<file path="config.mk">
export PLATFORM = sky130hd
export DESIGN_NAME = uart_rx_param
export DESIGN_NICKNAME = d
export VERILOG_FILES = /design/src/rtl/uart_pkg.sv /design/src/rtl/uart_sync.sv /design/src/rtl/uart_rx_param.sv
export SDC_FILE = /design/constraint.sdc
export NUM_CORES = 1
export LEC_CHECK = 0
export ABC_CLOCK_PERIOD_IN_PS = 2500
export CORE_AREA = 2 2 57 70
export CTS_BUF_LIST = sky130_fd_sc_hd__clkbuf_8
export DETAILED_ROUTE_END_ITERATION = 16
export DIE_AREA = 0 0 59 72
export PLACE_DENSITY = 0.79
export REMOVE_ABC_BUFFERS = 1
export SYNTH_ARGS = -nofsm -noshare
export SYNTH_HDL_FRONTEND = slang
export SYNTH_SLANG_ARGS = --single-unit
</file>
<file path="constraint.sdc">
create_clock -name clk -period 2.5 [get_ports clk]
set_clock_uncertainty 0.15 [all_clocks]
set_input_delay 0.25 -clock clk [delete_from_list [all_inputs] [get_ports clk]]
set_output_delay 0.25 -clock clk [all_outputs]
set_load 0.005 [all_outputs]
</file>
<file path="src/rtl/uart_pkg.sv">
// Shared UART definitions: receiver state encoding, parity modes and legal parameter ranges.
package uart_pkg;

   typedef enum logic [2:0] {
      ST_IDLE,
      ST_START,
      ST_DATA,
      ST_PARITY,
      ST_STOP,
      ST_BREAK_WAIT
   } state_t;

   localparam int unsigned PAR_NONE = 0;
   localparam int unsigned PAR_EVEN = 1;
   localparam int unsigned PAR_ODD  = 2;

   localparam int unsigned DATA_BITS_MIN  = 5;
   localparam int unsigned DATA_BITS_MAX  = 9;
   localparam int unsigned OVERSAMPLE_MIN = 8;
   localparam int unsigned OVERSAMPLE_MAX = 32;

   function automatic bit cfg_legal(input int unsigned data_bits, input int unsigned oversample,
                                    input int unsigned parity, input int unsigned stop_bits,
                                    input int unsigned sync_stages);
      return (data_bits >= DATA_BITS_MIN) && (data_bits <= DATA_BITS_MAX) &&
             (oversample >= OVERSAMPLE_MIN) && (oversample <= OVERSAMPLE_MAX) &&
             (oversample % 2 == 0) && (parity <= PAR_ODD) &&
             (stop_bits >= 1) && (stop_bits <= 2) && (sync_stages >= 2);
   endfunction

   function automatic logic maj3(input logic [2:0] v);
      return (v[0] & v[1]) | (v[0] & v[2]) | (v[1] & v[2]);
   endfunction

endpackage

</file>
<file path="src/rtl/uart_sync.sv">
// Multi-flop synchroniser for an asynchronous, idle-high input; resets to 1.
module uart_sync #(
   parameter int unsigned STAGES = 2
) (
   input  logic clk,
   input  logic rst,
   input  logic i_d,
   output logic o_q
);

   logic [STAGES-1:0] r_ff;

   always_ff @(posedge clk or posedge rst) begin
      if (rst) r_ff <= '1;
      else     r_ff <= {r_ff[STAGES-2:0], i_d};
   end

   assign o_q = r_ff[STAGES-1];

endmodule

</file>
<file path="src/rtl/uart_rx_param.sv">
// Parametrised oversampling UART receiver with valid/ready holding register.
// Build option UART_RX_MAJORITY_EN: each bit is a 3-sample majority vote around mid-bit.
module uart_rx_param #(
   parameter int unsigned DATA_BITS   = 8,
   parameter int unsigned OVERSAMPLE  = 16,
   parameter int unsigned PARITY      = 0,
   parameter int unsigned STOP_BITS   = 1,
   parameter int unsigned SYNC_STAGES = 2
) (
   input  logic                 clk,
   input  logic                 rst,
   input  logic                 baud_tick,
   input  logic                 rx_in,
   output logic [DATA_BITS-1:0] data_out,
   output logic                 data_valid,
   input  logic                 data_ready,
   output logic                 frame_err,
   output logic                 parity_err,
   output logic                 overrun,
   output logic                 busy
);

   import uart_pkg::*;

   localparam int unsigned TCNT_W = $clog2(OVERSAMPLE);
   localparam int unsigned BCNT_W = 4;
   localparam logic [TCNT_W-1:0] T_MID_START = TCNT_W'(OVERSAMPLE / 2 - 1);
   localparam logic [TCNT_W-1:0] T_MID       = TCNT_W'(OVERSAMPLE - 1);
   localparam logic [BCNT_W-1:0] B_LAST_DATA = BCNT_W'(DATA_BITS - 1);
   localparam logic [BCNT_W-1:0] B_LAST_STOP = BCNT_W'(STOP_BITS - 1);
   localparam bit HAS_PAR = (PARITY != PAR_NONE);
   localparam bit ODD_PAR = (PARITY == PAR_ODD);

   if (!cfg_legal(DATA_BITS, OVERSAMPLE, PARITY, STOP_BITS, SYNC_STAGES)) begin : g_cfg_check
      $error("uart_rx_param: illegal parameter combination");
   end

   logic                 w_rx;
   logic                 w_bit;
   state_t               r_state;
   logic [TCNT_W-1:0]    r_tcnt;
   logic [BCNT_W-1:0]    r_bcnt;
   logic [DATA_BITS-1:0] r_shift;
   logic                 r_fe;
   logic                 r_pe;
   logic                 r_stop_one;
   logic                 r_done;
   logic                 r_busy;
   logic [DATA_BITS-1:0] r_data_out;
   logic                 r_valid;
   logic                 r_frame_err;
   logic                 r_parity_err;
   logic                 r_overrun;

   uart_sync #(.STAGES(SYNC_STAGES)) u_sync (
      .clk (clk),
      .rst (rst),
      .i_d (rx_in),
      .o_q (w_rx)
   );

`ifdef UART_RX_MAJORITY_EN
   // Last two tick samples; with the live sample they form the vote window ending at mid-bit.
   logic [1:0] r_hist;

   always_ff @(posedge clk or posedge rst) begin
      if (rst)            r_hist <= 2'b11;
      else if (baud_tick) r_hist <= {r_hist[0], w_rx};
   end

   assign w_bit = maj3({r_hist, w_rx});
`else
   assign w_bit = w_rx;
`endif

   // Frame FSM: all progress is gated by baud_tick; r_done pulses one clk at frame completion.
   always_ff @(posedge clk or posedge rst) begin
      if (rst) begin
         r_state    <= ST_IDLE;
         r_tcnt     <= '0;
         r_bcnt     <= '0;
         r_shift    <= '0;
         r_fe       <= 1'b0;
         r_pe       <= 1'b0;
         r_stop_one <= 1'b0;
         r_done     <= 1'b0;
         r_busy     <= 1'b0;
      end else begin
         r_done <= 1'b0;
         if (baud_tick) begin
            case (r_state)
               ST_IDLE: begin
                  if (!w_rx) begin
                     r_tcnt  <= '0;
                     r_busy  <= 1'b1;
                     r_state <= ST_START;
                  end
               end
               ST_START: begin
                  if (r_tcnt == T_MID_START) begin
                     if (w_bit) begin
                        r_busy  <= 1'b0;
                        r_state <= ST_IDLE;
                     end else begin
                        r_tcnt     <= '0;
                        r_bcnt     <= '0;
                        r_fe       <= 1'b0;
                        r_pe       <= 1'b0;
                        r_stop_one <= 1'b0;
                        r_state    <= ST_DATA;
                     end
                  end else begin
                     r_tcnt <= r_tcnt + TCNT_W'(1);
                  end
               end
               ST_DATA: begin
                  if (r_tcnt == T_MID) begin
                     r_tcnt  <= '0;
                     r_shift <= {w_bit, r_shift[DATA_BITS-1:1]};
                     if (r_bcnt == B_LAST_DATA) begin
                        r_bcnt  <= '0;
                        r_state <= HAS_PAR ? ST_PARITY : ST_STOP;
                     end else begin
                        r_bcnt <= r_bcnt + BCNT_W'(1);
                     end
                  end else begin
                     r_tcnt <= r_tcnt + TCNT_W'(1);
                  end
               end
               ST_PARITY: begin
                  if (r_tcnt == T_MID) begin
                     r_tcnt  <= '0;
                     r_pe    <= ((^r_shift) ^ w_bit) != ODD_PAR;
                     r_state <= ST_STOP;
                  end else begin
                     r_tcnt <= r_tcnt + TCNT_W'(1);
                  end
               end
               ST_STOP: begin
                  if (r_tcnt == T_MID) begin
                     r_tcnt <= '0;
                     if (!w_bit) r_fe       <= 1'b1;
                     else        r_stop_one <= 1'b1;
                     if (r_bcnt == B_LAST_STOP) begin
                        r_bcnt  <= '0;
                        r_done  <= 1'b1;
                        r_busy  <= 1'b0;
                        // An all-zero frame is a break: wait for the line to recover before rearming.
                        r_state <= ((r_shift == '0) && !r_stop_one && !w_bit) ? ST_BREAK_WAIT : ST_IDLE;
                     end else begin
                        r_bcnt <= r_bcnt + BCNT_W'(1);
                     end
                  end else begin
                     r_tcnt <= r_tcnt + TCNT_W'(1);
                  end
               end
               ST_BREAK_WAIT: begin
                  if (w_rx) r_state <= ST_IDLE;
               end
               default: begin
                  r_busy  <= 1'b0;
                  r_state <= ST_IDLE;
               end
            endcase
         end
      end
   end

   // Holding register: load on completion when free or being drained, else flag overrun.
   always_ff @(posedge clk or posedge rst) begin
      if (rst) begin
         r_data_out   <= '0;
         r_valid      <= 1'b0;
         r_frame_err  <= 1'b0;
         r_parity_err <= 1'b0;
         r_overrun    <= 1'b0;
      end else begin
         r_overrun <= 1'b0;
         if (r_done) begin
            if (!r_valid || data_ready) begin
               r_data_out   <= r_shift;
               r_frame_err  <= r_fe;
               r_parity_err <= r_pe;
               r_valid      <= 1'b1;
            end else begin
               r_overrun <= 1'b1;
            end
         end else if (r_valid && data_ready) begin
            r_valid <= 1'b0;
         end
      end
   end

   assign data_out   = r_data_out;
   assign data_valid = r_valid;
   assign frame_err  = r_frame_err;
   assign parity_err = r_parity_err;
   assign overrun    = r_overrun;
   assign busy       = r_busy;

endmodule

</file>
==> results of run 1 <==
-- worst paths after layout --
kind	to	cells after the start	from
setup reg to reg	r_shift[0]	3	r_state[1]
min in group clk	u_sync.r_ff[0]	1	rx_in
max in group asynchronous	u_sync.r_ff[1]	3	rst
hold reg to reg	u_sync.r_ff[1]	0	u_sync.r_ff[0]
hold / removal	overrun	3	rst
setup / recovery	r_shift[0]	3	r_state[1]
-- Yosys cell counts (3+ instances only) --
library cell  instances
buf_2                 5
nand4_1               3
inv_1                15
nand3_1               9
o211ai_1              5
o21ai_0              21
mux2_2                3
clkbuf_1              5
dfrtp_1              36
nand2_1              21
xor2_1                3
a21oi_1               4
nor2_1                9
xnor2_1               4
a31oi_1               6
ha_1                  7
-- per-layer routing --
layer,GRT usage,vias up
met3,0.05882,14
met2,0.3543,45
met5,0,-
li1,-,754
met1,0.2427,769
met4,0.1136,0
-- power by group --
part           internal, mW  leakage (nW)  switching [mW]
Sequential            0.676         0.455          0.0740
Clock                 0.290        0.0607           0.213
Combinational         0.116         0.542           0.118
Total                  1.08          1.06           0.405
-- registers in the layout (all words and copies together), names as in the netlist, 2 cells and up --
| register | count |
|---|---|
| data_out | 8 |
| r_bcnt | 4 |
| r_shift | 8 |
| r_state | 3 |
| r_tcnt | 4 |
| u_sync.r_ff | 2 |
-- through the flow --
step | power, mW | setup WS, ns | hold WS (ns) | cells | util
after floorplan | 0.9272 | 0.5299 | 0.1045 | 192 | -
after global placement | 0.9746 | 0.4082 | 0.1960 | 250 | 0.6186
after detailed placement | 0.9946 | 0.3689 | 0.2001 | 250 | 0.6186
after CTS | 1.495 | 0.3659 | 0.2003 | 258 | 0.6487
after global routing | 1.568 | 0.1249 | 0.2104 | 258 | 0.6487
final | 1.487 | 0.3402 | 0.2081 | 258 | 0.6487
-- cells in the final DEF, fill, tap and decap left out, types with 3 or more instances in the layout --
master,count
dfrtp_1,36
o21ai_0,21
nand2_1,21
inv_1,17
clkdlybuf4s50_1,17
nand3_1,9
nor2_1,9
ha_1,7
a31oi_1,6
o211ai_1,5
clkbuf_8,5
xnor2_1,4
a21oi_1,4
xor2_1,3
nand4_1,3
mux2_2,3
-- layout make-up --
type,instances,area [µm²]
clock inverters,3,37.54
repair buffers,19,185.2
clock buffers,5,68.82
multi-input cells,139,948.4
flip-flops and latches,38,953.4
fillers,279,1245
inverters,15,56.30
well taps,39,48.80
-- logic make-up after synthesis --
family / count (synthesis) / synth area share
AND/OR/NAND/NOR: 65 / 0.1762
AO/OA/AOI/OAI: 55 / 0.1916
flip-flops: 38 / 0.4709
buffers and inverters: 28 / 0.06056
XOR/XNOR: 7 / 0.03028
adder cells (fa/ha/maj): 7 / 0.04326
multiplexers: 5 / 0.02719
-- worst max-delay path, cell delays in order (launching register included) --
cell and delay, ns:
dfrtp_1 0.69, nor3b_1 0.53, and3_1 0.51, o21ai_0 0.15
==> impl_metrics.csv, run 1 <==
group,metric,value,unit
run_status,outcome,"complete, no violations",
die,initial_core_util,0.5713,
cts,cts_setup_buffers,0,
synthesis,synth_flop_cell,"dfrtp_1",
critical_path,start_kind,"flop",
critical_path,cp.arrival,2.17,ns
cts,worstSkewPairLatency,0.29,ns
global_route,track_usage,0.2121,
timing,fin_tns_setup,0,ns
layout,n_antenna_cell,0,
detailed_routing,wl_per_cell,15.10,µm
synthesis,synth_area,2024,µm²
cts,ctsHoldBuffers,0,
detailed_routing,avgViaCountPerCell,6.132,
cts,cts_resized,0,
die,fp.dieArea,4248,µm²
timing,tightestPinTransition,0.6036,ns
detailed_routing,drc,0,
detailed_routing,first_pass_iters,4,
detailed_routing,drtIter0Drc,50,
critical_path,worstSetupEndpointType,"flop",
synthesis,yosysWarnings,0,
synthesis,synth_edf_count,0,
synthesis,ys_seq_area_frac,0.4710,
cts,cts_buffer_depth,2,
die,rows,24,
cts,root_buffer,"clkbuf_8",
die,die_w,59,µm
synthesis,synth_area_leaders,"dfrtp_1 (44%), o21ai_0 (5.2%), ha_1 (4.3%)",
timing,setup_viol,0,
synthesis,yosys.cell_types.count,55,
die,die_y,72,µm
cts,cts_tree,"yes",
worst_hold_path,hold_class,"primary input to asynchronous set/reset pin",
global_route,grt_pass1_wl,6810,µm
timing,slew_violations,0,
placement,hpwl,2899,µm
global_route,overflow,0,
critical_path,regToRegSetupSlack,0.34,ns
timing,clock.fmax,0.4630,GHz
global_route,grt_pass1_vias,1556,
synthesis,syn_area_per_cell,9.875,µm²
synthesis,synth.top_cell.area_share,0.4450,
critical_path,worst_ep_required_time,2.51,ns
detailed_routing,vias,1582,
critical_path,worstSetupPathType,"flop to flop",
detailed_routing,wl_met1,1571,µm
layout,drive_gt1_frac,0.1005,
power_and_ir_drop,p_per_area,646.8,nW/µm²
timing,maxSlewHeadroom,0.5976,
layout,final_cell_area,2298,µm²
cts,numCtsBuffers,5,
critical_path,cp_max_fo,20,
die,ios,18,
cts,clk_pin_slew,0.07,ns
detailed_routing,wl_met2,1989,µm
global_route,antenna_found_initial,0,
synthesis,synth-async-reset-ratio,1.000,
placement,io_buffers,17,
timing,period_share,0.8639,
power_and_ir_drop,vdd_ir_drop_max,0.4007,mV
detailed_routing,highest_layer,"met4",
synthesis,netlist_instances,205,
placement,place_congestion,0.7756,
global_route,grt_max_degree,39,
detailed_routing,ant_nets,0,
layout,fin_nets,230,
synthesis,ys_ff_latch,38,
detailed_routing,dr_wl_met3,184,µm
timing,rsz0062_at_grt,"no",
synthesis,synth_top_cell_by_area,"dfrtp_1",
job,max-cap-violations,0,
cts,clock_sinks,38,
timing,timing.final.crit_period,2.160,ns
layout,syn_to_final_growth,13.53,%
detailed_routing,wl,3896,µm
die,core,3543,µm²
cts,htreeDepth,2,
power_and_ir_drop,leakagePower,1.058,nW
placement,dpl_cell_area,2192,µm²
timing,finalHoldViolations,0,
No activity file was read; power rests on OpenSTA's default activity.
==> inputs of run 2 (changes only) <==
SKIP_LAST_GASP = 1   (was not set)
SYNTH_HIERARCHICAL = 1   (was not set)
==> impl_metrics.csv, run 2 <==
group,metric,value,unit
run_status,outcome,"complete, no violations",
layout,fillCellCount,291,
synthesis,synth-async-reset-ratio,1.000,
global_route,grt_pass1_wl,6762,µm
synthesis,syn_area_per_cell,9.335,µm²
detailed_routing,drtIter0Drc,86,
job,max-cap-violations,0,
detailed_routing,ant_nets,0,
layout,fin_nets,247,
synthesis,yosysWarnings,6,
timing,finalHoldViolations,0,
timing,setup_viol,0,
timing,fin_tns_setup,0,ns
power_and_ir_drop,p_total,2.355,mW
timing,slew_violations,0,
critical_path,start_kind,"flop",
cts,cts_buffer_depth,2,
layout,regArea,953.4,µm²
critical_path,cp.arrival,2.21,ns
critical_path,worstSetupPathType,"flop to flop",
cts,cts_tree,"yes",
synthesis,synth_top_cell_by_area,"dfrtp_1",
global_route,track_usage,0.2072,
synthesis,synth_flop_cell,"dfrtp_1",
global_route,antenna_found_initial,0,
power_and_ir_drop,internal_power,1.484,mW
layout,drive_gt1_frac,0.1186,
die,die_y,72,µm
die,die_w,59,µm
detailed_routing,first_pass_iters,4,
critical_path,crit_path_cell_trace,"inv_1 -> ha_1 -> or3b_4 -> a22o_4 -> nor4_1 -> mux2_2",
timing,tightestPinTransition,0.7179,ns
synthesis,synth_area,2026,µm²
detailed_routing,drc,0,
die,rows,24,
die,initial_core_util,0.5717,
layout,syn_to_final_growth,15.01,%
critical_path,worst_ep_required_time,2.53,ns
critical_path,max_stage_delay,0.41,ns
cts,ctsHoldBuffers,0,
die,core,3543,µm²
synthesis,ys_seq_area_frac,0.4707,
synthesis,synth.top_cell.area_share,0.4447,
power_and_ir_drop,p_per_area,1011,nW/µm²
power_and_ir_drop,seq_power_share,0.402,
timing,period_share,0.8745,
cts,root_buffer,"clkbuf_8",
die,ios,18,
placement,post-place-cells,267,
synthesis,synth_edf_count,0,
global_route,grt_pass1_vias,1497,
critical_path,cp_max_fo,6,
cts,cts_setup_buffers,0,
cts,clk_pin_slew,0.07,ns
detailed_routing,vias,1598,
power_and_ir_drop,vdd_ir_drop_max,0.4265,mV
synthesis,netlist_instances,217,
power_and_ir_drop,swShare,0.3701,
placement,place_congestion,0.8220,
cts,htreeDepth,2,
die,fp.dieArea,4248,µm²
global_route,overflow,0,
layout,multi_input_area,930.9,µm²
synthesis,ys_ff_latch,38,
timing,timing.final.crit_period,2.186,ns
layout,final_cells,275,
power_and_ir_drop,comb_power_share,0.413,
worst_hold_path,hold_class,"primary input to asynchronous set/reset pin",
cts,worstSkewPairLatency,0.29,ns
cts,clock_sinks,38,
synthesis,synth_common_cells,"dfrtp_1 (36), o21ai_0 (28), nand2_1 (26), inv_1 (23)",
timing,hold-worst-slack,0.1553,ns
synthesis,synth_area_leaders,"dfrtp_1 (44%), o21ai_0 (6.9%), nand2_1 (4.8%)",
power_and_ir_drop,leakagePower,1.063,nW
layout,mostFrequentLayoutCells,"dfrtp_1 (36), o21ai_0 (28), nand2_1 (26)",
synthesis,yosys.cell_types.count,51,
power_and_ir_drop,netSwitchingPower,871.6,µW
timing,maxSlewHeadroom,0.5153,
cts,numCtsBuffers,5,
placement,io_buffers,17,
timing,rsz0062_at_grt,"no",
cts,cts_resized,0,
layout,n_antenna_cell,0,
critical_path,cp_slowest_cell,"dfrtp_1",
detailed_routing,wl_per_cell,13.83,µm
placement,hpwl,2796,µm
global_route,grt_max_degree,37,
synthesis,post-synth-top-count-cell,"dfrtp_1",
layout,final_common_cell,"dfrtp_1",
detailed_routing,wl,3802,µm
timing,clock.fmax,0.4574,GHz
detailed_routing,avgViaCountPerCell,5.811,
power_and_ir_drop,p_clk_frac,0.185,
critical_path,worstSetupEndpointType,"flop",
[run 2: cell types whose count changed after synthesis, sizes merged, moves of 3 or more]
cell	change
a31oi	-3
nor4	+3
or2	+3
nand2b	+3
o21ai	+7
o211ai	-5
inv	+8
nor4b	+3
nand2	+5
or3b	-3
nor2	-4
[run 2: power by group through the flow]
stage                     sequential (mW)  clock (mW)  combinational, mW
final                               0.946       0.436              0.972
after global routing                0.971       0.474               1.09
after CTS                           0.943       0.453              0.976
after detailed placement            0.954           0              0.968
after global placement              0.947           0              0.943
after floorplan                     0.939           0              0.648
[run 2: cell families (layout without fill, tap and decap cells)]
logic type | Yosys count | after routing | share of synthesized area
and+or+nand+nor | 70 | 70 | 0.1865
AOI/OAI and AO/OA | 59 | 59 | 0.1896
DFF | 38 | 38 | 0.4707
buffers and inverters | 35 | 54 | 0.06979
adders and majority gates | 7 | 7 | 0.04323
xor gates and xnor gates | 5 | 5 | 0.02162
muxes | 3 | 3 | 0.01853
[run 2: final timing paths]
check / start / depth (start not counted) / slack (ns) / endpoint
hold reg to reg: u_sync/r_ff[0] / 0 / 0.21 / u_sync/r_ff[1]
setup reg to reg: r_bcnt[0] / 6 / 0.31 / r_state[0]
min in group clk: u_sync/r_ff[0] / 0 / 0.21 / u_sync/r_ff[1]
hold / removal: rst / 2 / 0.16 / u_sync/r_ff[0]
max in group asynchronous: rst / 3 / 1.65 / r_state[0]
setup / recovery: r_bcnt[0] / 6 / 0.31 / r_state[0]
[run 2: layer usage]
| layer | share of wire | vias to the layer above | track usage | routed length, µm |
|---|---|---|---|---|
| li1 | - | 799 | - | - |
| met1 | 0.45 | 751 | 0.2678 | 1720 |
| met2 | 0.48 | 38 | 0.3333 | 1839 |
| met3 | 0.041 | 10 | 0.04813 | 156 |
| met4 | 0.022 | 0 | 0.08333 | 85 |
| met5 | 0 | - | 0 | 0 |
[run 2: worst max-delay path, delay by kind of cell, from the launching register on]
family	cells	cell delay, ns
simple gates	2	0.64
flops	1	0.41
mux	1	0.36
compound gates	1	0.29
fa+ha+maj	1	0.13
buf+inv	1	0.08
[run 2: per-stage QoR]
step                      setup WS (ns)  utilization  cell area (µm²)
after floorplan                 0.07841            -             1971
after global placement           0.3712       0.6307             2235
after detailed placement         0.3225       0.6307             2235
after CTS                        0.3117       0.6575             2330
after global routing             0.1948       0.6575             2330
final                            0.3137       0.6575             2330
[run 2: cell type report]
cell class | instances | share of cell area
repair buffers | 23 | 0.09237
inverters | 23 | 0.03706
clock buffers | 6 | 0.03545
well taps | 39 | 0.02095
clock inverters | 2 | 0.005371
multi-input cells | 144 | 0.3996
flip-flops and latches | 38 | 0.4092
==> inputs of run 3 (changes only) <==
CAP_MARGIN = 25   (was not set)
REMOVE_ABC_BUFFERS = not set   (was 1)
==> impl_metrics.csv, run 3 (synthesis gave the netlist of run 2 again) <==
group,metric,value,unit
die,initial_core_util,0.5717,
cts,clock_sinks,38,
cts,cts_resized,0,
timing,hold-worst-slack,0.1536,ns
power_and_ir_drop,p_per_area,1009,nW/µm²
cts,worstSkewPairLatency,0.30,ns
timing,maxSlewHeadroom,0.5405,
global_route,antenna_found_initial,0,
detailed_routing,drc,0,
timing,clock.fmax,0.4527,GHz
detailed_routing,ant_nets,0,
layout,mostFrequentLayoutCells,"dfrtp_1 (36), o21ai_0 (28), nand2_1 (26)",
detailed_routing,vias,1635,
cts,clk_pin_slew,0.07,ns
timing,setup_viol,0,
global_route,overflow,0,
cts,root_buffer,"clkbuf_8",
critical_path,cp.arrival,2.25,ns
job,max-cap-violations,0,
die,die_y,72,µm
critical_path,cp_max_fo,6,
layout,syn_to_final_growth,15.38,%
die,fp.dieArea,4248,µm²
power_and_ir_drop,p_total,2.359,mW
timing,tightestPinTransition,0.6806,ns
global_route,track_usage,0.2089,
synthesis,synth_nets,229,
die,core,3543,µm²
detailed_routing,wl,3775,µm
power_and_ir_drop,leakagePower,1.067,nW
power_and_ir_drop,vdd_ir_drop_max,0.4240,mV
detailed_routing,avgViaCountPerCell,5.924,
cts,cts_buffer_depth,2,
layout,drive_gt1_frac,0.1224,
cts,htreeDepth,2,
timing,fin_tns_setup,0,ns
critical_path,regToRegSetupSlack,0.29,ns
global_route,grt_pass1_wl,6775,µm
worst_hold_path,hold_class,"primary input to asynchronous set/reset pin",
timing,timing.final.crit_period,2.209,ns
placement,place_congestion,0.8927,
layout,final_common_cell,"dfrtp_1",
timing,postLayoutSetupSlackWorst,0.2909,ns
layout,fin_nets,248,
placement,dp_slack,0.2906,ns
timing,finalHoldViolations,0,
run_status,outcome,"complete, no violations",
timing,period_share,0.8836,
die,rows,24,
die,die_w,59,µm
cts,cts_tree,"yes",
critical_path,worstSetupPathType,"flop to flop",
cts,ctsHoldBuffers,0,
placement,io_buffers,17,
detailed_routing,drtIter0Drc,77,
cts,numCtsBuffers,5,
global_route,grt_pass1_vias,1460,
placement,hpwl,2782,µm
cts,cts_setup_buffers,0,
critical_path,worstSetupEndpointType,"flop",
die,ios,18,
timing,rsz0062_at_grt,"no",
timing,slew_violations,0,
detailed_routing,first_pass_iters,4,
detailed_routing,wl_per_cell,13.68,µm
global_route,grt_max_degree,37,
layout,n_antenna_cell,0,
critical_path,worst_ep_required_time,2.54,ns
critical_path,start_kind,"flop",
## run 3: changes by cell type in the layout (fill, tap and decap cells not counted), sizes merged
| cell | delta |
|---|---|
| buf | +1 |
## run 3: worst max-delay path: stages (launching register included)
cell,delay [ns]
dfrtp_1,0.41
inv_1,0.09
ha_1,0.15
or3b_4,0.40
a22o_4,0.29
nor4_1,0.25
mux2_2,0.36
## run 3: through the flow
step / instances / cell area (µm²) / utilization
global placement: 268 / 2242 / 0.6328
finish: 276 / 2337 / 0.6596
CTS: 276 / 2337 / 0.6596
detailed placement: 268 / 2242 / 0.6328
global route: 276 / 2337 / 0.6596
floorplan: 217 / 2026 / -
## run 3: per-layer routing
layer	vias to the layer above	part of all wire	global-route usage
met5	-	0	0
met4	0	0.030	0.1035
met3	13	0.059	0.06239
met2	54	0.44	0.2938
met1	769	0.47	0.2926
li1	799	-	-
## run 3: final cells by class
| cell class | count | area [µm²] |
|---|---|---|
| timing repair buffer | 24 | 222.7 |
| multi-input combinational | 144 | 930.9 |
| clock inverter | 2 | 12.51 |
| inverter | 23 | 86.33 |
| fill | 297 | 1206 |
| sequential | 38 | 953.4 |
| clock buffer | 6 | 82.58 |
| tap | 39 | 48.80 |
## run 3: path summary, 6_finish.rpt
check / startpoint / to / cells past startpoint
worst min-delay path: rst / u_sync/r_ff[0] / 2
worst max register to register: r_bcnt[0] / r_state[0] / 6
min in group clk: u_sync/r_ff[0] / u_sync/r_ff[1] / 0
worst min register to register: u_sync/r_ff[0] / u_sync/r_ff[1] / 0
max in group asynchronous: rst / overrun / 3
worst max-delay path: r_bcnt[0] / r_state[0] / 6
## run 3: where the power goes
group          internal [mW]  switching, mW
clock                  0.221          0.215
combinational          0.493          0.477
sequential             0.774          0.179
